$ cat config.mk
export PLATFORM = sky130hd
export DESIGN_NAME = mips_int_ctrl
export DESIGN_NICKNAME = d
export VERILOG_FILES = /design/src/rtl/mips_int_ctrl.sv
export SDC_FILE = /design/constraint.sdc
export NUM_CORES = 1
export LEC_CHECK = 0
export CAP_MARGIN = 30
export CORE_UTILIZATION = 35
export CTS_BUF_LIST = sky130_fd_sc_hd__clkbuf_8 sky130_fd_sc_hd__clkbuf_16
export CTS_CLUSTER_SIZE = 10
export DETAILED_ROUTE_END_ITERATION = 8
export PLACE_DENSITY = 0.74
export SKIP_LAST_GASP = 1
export SYNTH_ARGS = -nofsm -noshare
export SYNTH_HDL_FRONTEND = slang
export SYNTH_SLANG_ARGS = --single-unit
$ cat constraint.sdc
create_clock -name clk -period 3.11 [get_ports clk]
set_input_delay 0.622 -clock clk [delete_from_list [all_inputs] [get_ports clk]]
set_output_delay 0.622 -clock clk [all_outputs]
set_load 0.05 [all_outputs]
$ cat src/rtl/mips_int_ctrl.sv
// External interrupt front-end for the mips core.
// The raw asynchronous interrupter line is synchronised and debounced, and
// each qualified pulse becomes one held request. The block handshakes with
// the core (ack on exception entry, eret on return), saves the resume PC and
// presents a fixed handler vector. Nesting is not supported: a pulse that
// arrives while a request is pending or in service is counted as lost.
module mips_int_ctrl #(
    parameter int          SYNC_STAGES  = 2,
    parameter int          MIN_PULSE    = 2,
    parameter logic [31:0] HANDLER_ADDR = 32'h0000_0008
) (
    input  logic        clk,
    input  logic        rst,
    input  logic        interrupter,
    input  logic        int_en,
    input  logic        int_ack,
    input  logic        eret,
    input  logic [31:0] resume_pc,
    output logic        int_req,
    output logic [31:0] handler_addr,
    output logic [31:0] epc,
    output logic        in_service,
    output logic [7:0]  lost_cnt
);

    // Counter just wide enough to hold MIN_PULSE.
    localparam int CW = (MIN_PULSE < 2) ? 1 : $clog2(MIN_PULSE + 1);

    typedef enum logic [1:0] {
        IDLE    = 2'd0,
        PEND    = 2'd1,
        SERVICE = 2'd2
    } state_t;

    logic [SYNC_STAGES-1:0] sync_reg;
    logic                   sync_hi;
    logic [CW-1:0]          cnt_reg;
    logic                   pulse_event;
    state_t                 state_reg;
    logic [31:0]            epc_reg;
    logic [7:0]             lost_reg;
    logic [7:0]             lost_next;

    assign sync_hi = sync_reg[SYNC_STAGES-1];

    // One event per pulse: fires on the edge the counter reaches MIN_PULSE,
    // and cannot fire again until sync_hi drops and clears the counter.
    assign pulse_event = sync_hi && (cnt_reg == CW'(MIN_PULSE - 1));

    // Saturating increment of the lost-pulse counter.
    assign lost_next = (lost_reg == 8'hFF) ? lost_reg : lost_reg + 8'd1;

    // Shift the raw line through the synchroniser chain.
    always_ff @(posedge clk or posedge rst) begin
        if (rst) begin
            sync_reg <= '0;
        end else begin
            sync_reg <= {sync_reg[SYNC_STAGES-2:0], interrupter};
        end
    end

    // Count consecutive synchronised-high cycles, saturating at MIN_PULSE.
    always_ff @(posedge clk or posedge rst) begin
        if (rst) begin
            cnt_reg <= '0;
        end else if (!sync_hi) begin
            cnt_reg <= '0;
        end else if (cnt_reg != CW'(MIN_PULSE)) begin
            cnt_reg <= cnt_reg + CW'(1);
        end
    end

    // Request/service state machine with EPC capture and lost-pulse count.
    always_ff @(posedge clk or posedge rst) begin
        if (rst) begin
            state_reg <= IDLE;
            epc_reg   <= 32'h0;
            lost_reg  <= 8'h0;
        end else begin
            case (state_reg)
                IDLE: begin
                    if (pulse_event) begin
                        state_reg <= PEND;
                    end
                end
                PEND: begin
                    // A masked ack is not an exception entry, so it is ignored.
                    if (int_ack && int_en) begin
                        state_reg <= SERVICE;
                        epc_reg   <= resume_pc;
                    end
                    if (pulse_event) begin
                        lost_reg <= lost_next;
                    end
                end
                SERVICE: begin
                    if (eret) begin
                        // A pulse landing on the return cycle is taken, not lost.
                        state_reg <= pulse_event ? PEND : IDLE;
                    end else if (pulse_event) begin
                        lost_reg <= lost_next;
                    end
                end
                default: begin
                    state_reg <= IDLE;
                end
            endcase
        end
    end

    assign int_req      = (state_reg == PEND) && int_en;
    assign in_service   = (state_reg == SERVICE);
    assign epc          = epc_reg;
    assign lost_cnt     = lost_reg;
    assign handler_addr = HANDLER_ADDR;

endmodule

==> flow_summary.toml <==
[status]
status = "finished, final reports clean"

[clocking]
cts_setup_buffers = 0
clock_sinks = 46
hold_buffers = 0
htree_levels = 2
cts_resized = 0
cts_tree = "yes"
cts.path.max_buffers = 2
path_clk_slew_ns = 0.09
clkLatencyLatePin_ns = 0.30
cts-root-buf = "clkbuf_8"
tritoncts.num_buffers = 5

[min_path]
holdPathStages = 0
min_to = "sync_reg[1]"
hp-start = "sync_reg[0]"
hold_path.class = "reg -> reg"

[detailed_routing]
vias = 1479
postRouteAntennaNets = 0
post-route-drc-count = 0
drt_iter0_markers = 25
via_per_inst = 4.41
wl_mm = 4.11
drtPass1Iterations = 4
wl_per_cell_um = 12.3

[placement]
numPortBuffers = 79
place_inst = 327
gp_congestion = 0.747
dp_hpwl_mm = 3.13
place_area_um2 = 2990

[power]
ir_drop_mv = 0.806
power_density_nw_per_um2 = 1120
leakage_nw = 1.38

[floorplan]
ios = 112
die_area_um2 = 6640
rows = 28
initial_core_util_pct = 36.9
die_w_um = 81.5
core-area_um2 = 5990
fp.dieH_um = 81.5

[synth]
synth_top_area_share_pct = 52.1
synth-compound-area-share_pct = 2.09
synth_top_area_cell = "dfrtp_1"
synth.most_common_cell = "dfrtp_1"
synth_edf_count = 0
synth-simple-area-share_pct = 7.87
synth_top_family_by_area = "multiplexers"
synth_xor_area_share_pct = 1.58
synth.area.mux_share_pct = 18.8
synth.yosys.seq_area_share_pct = 52.1
synthAdderAreaFrac_pct = 4.53
ys.flop_type = "dfrtp_1"
syn_area_um2 = 2210
synth_common_cells = "46 x dfrtp_1, 34 x mux2_2, 32 x buf_4, 8 x ha_1, 7 x inv_1"
synth_area_per_cell_um2 = 12.6
yosys_warnings = 0
yosys-top-cells-area = "dfrtp_1 52%, mux2_2 17%, buf_4 11%"
synth.distinct_cells = 28
syn_inst = 175
synthArstFlopShare_pct = 100
synth_seq_cells = 46

[setup_path]
worstPathArrival_ns = 2.04
critPathRequiredTime_ns = 2.49
worstPathCellList = "clkdlybuf4s50_1 -> and2_1 -> clkdlybuf4s50_1"
worst_setup_path_start_kind = "input pin"
slowest_delay_ns = 0.80
path_class = "in -> out"
reg2reg_to = "epc[27]"
cpMostUsedCell = "clkdlybuf4s50_1"
crit_start = "int_en"
reg2regPathDepth = 5
reg2reg_slack_ns = 1.30
crit_slowest_cell = "clkdlybuf4s50_1"
cp_max_fo = 3
worstSetupEndpointType = "primary output"
rr_startpoint = "state_reg[1]"

[layout]
instances_no_fill = 335
diodes = 0
finish.utilization_pct = 51.7
drive_gt1_share_pct = 20.0
nFillCells = 533
multiInputGateArea_um2 = 891
largest_reg_flops = 32
syn_to_final_growth_pct = 40.1
regArea_um2 = 1150
nets = 305
postLayoutCellArea_um2 = 3100

[global_routing]
antenna_found_initial = 0
grt_pass1_wl_mm = 6.58
busiest_layer = "met2"
grt_max_degree = 26
met2_usage_pct = 20.4
grt_use_met3_pct = 7.44
grt_pass1_vias = 1486
grt_usage_pct = 13.2
overflow = 0
met1_usage_pct = 14.9

[sta]
tns_ns = 0
fmax_mhz = 375
hold_viol = 0
fin_skew_ns = 0.00961
worst_pin_slew_ns = 0.528
relSlewSlack_pct = 64.7
rsz0062_at_grt = "no"
timing.final.crit_share_pct = 85.7
report.final.setup_viol = 0
final.min_clock_period_ns = 2.67
slew_violations = 0

[run]
drv_cap = 0
## per-layer routing
metal | part of all wire, % | vias up | wire length [µm]
met5 | 0 | - | 0
met4 | 1.6 | 0 | 65
met3 | 13 | 5 | 537
met2 | 45 | 79 | 1850
met1 | 40 | 706 | 1660
li1 | - | 689 | -
## report_power, final
group	total [mW]	switching, mW	internal (mW)
Sequential	1.03	0.166	0.859
Combinational	2.01	1.28	0.738
Clock	0.442	0.205	0.237
Total	3.48	1.65	1.83
## final cells by class
type	instances	area share, %
Tap cell	75	3.03
Clock inverter	3	1.33
Sequential cell	46	37.2
Timing Repair Buffer	82	26.7
Clock buffer	5	2.22
Inverter	7	0.848
Multi-Input combinational cell	117	28.8
## critical path, delay by kind of cell
family        cells  cell delay [ns]
buf+inv           2             1.29
simple gates      1             0.13
## kinds of logic (layout without fill, tap and decap cells)
group / after synthesis / in the layout
other: 2 / 32
adder cells (fa/ha/maj): 8 / 8
buffers and inverters: 42 / 97
multiplexers: 37 / 37
AND/OR/NAND/NOR: 29 / 29
AO/OA/AOI/OAI: 7 / 7
flip-flops: 46 / 46
XOR/XNOR: 4 / 4
## per-stage QoR
stage	setup slack [ns]	power, mW	hold WS [ns]
3_5_place_dp	0.457	3.06	0.338
6_report	0.443	3.48	0.358
5_1_grt	0.376	3.66	0.362
3_3_place_gp	0.454	3.03	0.335
4_1_cts	0.445	3.52	0.360
2_1_floorplan	1.40	2.43	0.331
## cell usage in the layout, fill, tap and decap left out, types with 2 or more instances in the layout
cell type / n
clkdlybuf4s50_1: 79
dfrtp_1: 46
mux2_2: 34
conb_1: 32
ha_1: 8
inv_1: 7
nand3_1: 6
nand2_1: 6
clkbuf_8: 5
nor2_1: 4
xnor2_1: 4
o21ai_0: 2
and2_2: 2
nand3_2: 2
nand4_1: 2
mux2_1: 2
and3_1: 2
buf_4: 2
## worst max path at each step
stage            endpoint  slack, ns  cells past startpoint
2_1_floorplan  cnt_reg[0]       1.40                      1
3_3_place_gp      int_req       0.45                      3
3_5_place_dp      int_req       0.46                      3
4_1_cts           int_req       0.45                      3
5_1_grt           int_req       0.38                      4
6_report          int_req       0.44                      3
(Power assumes the default switching activity.)
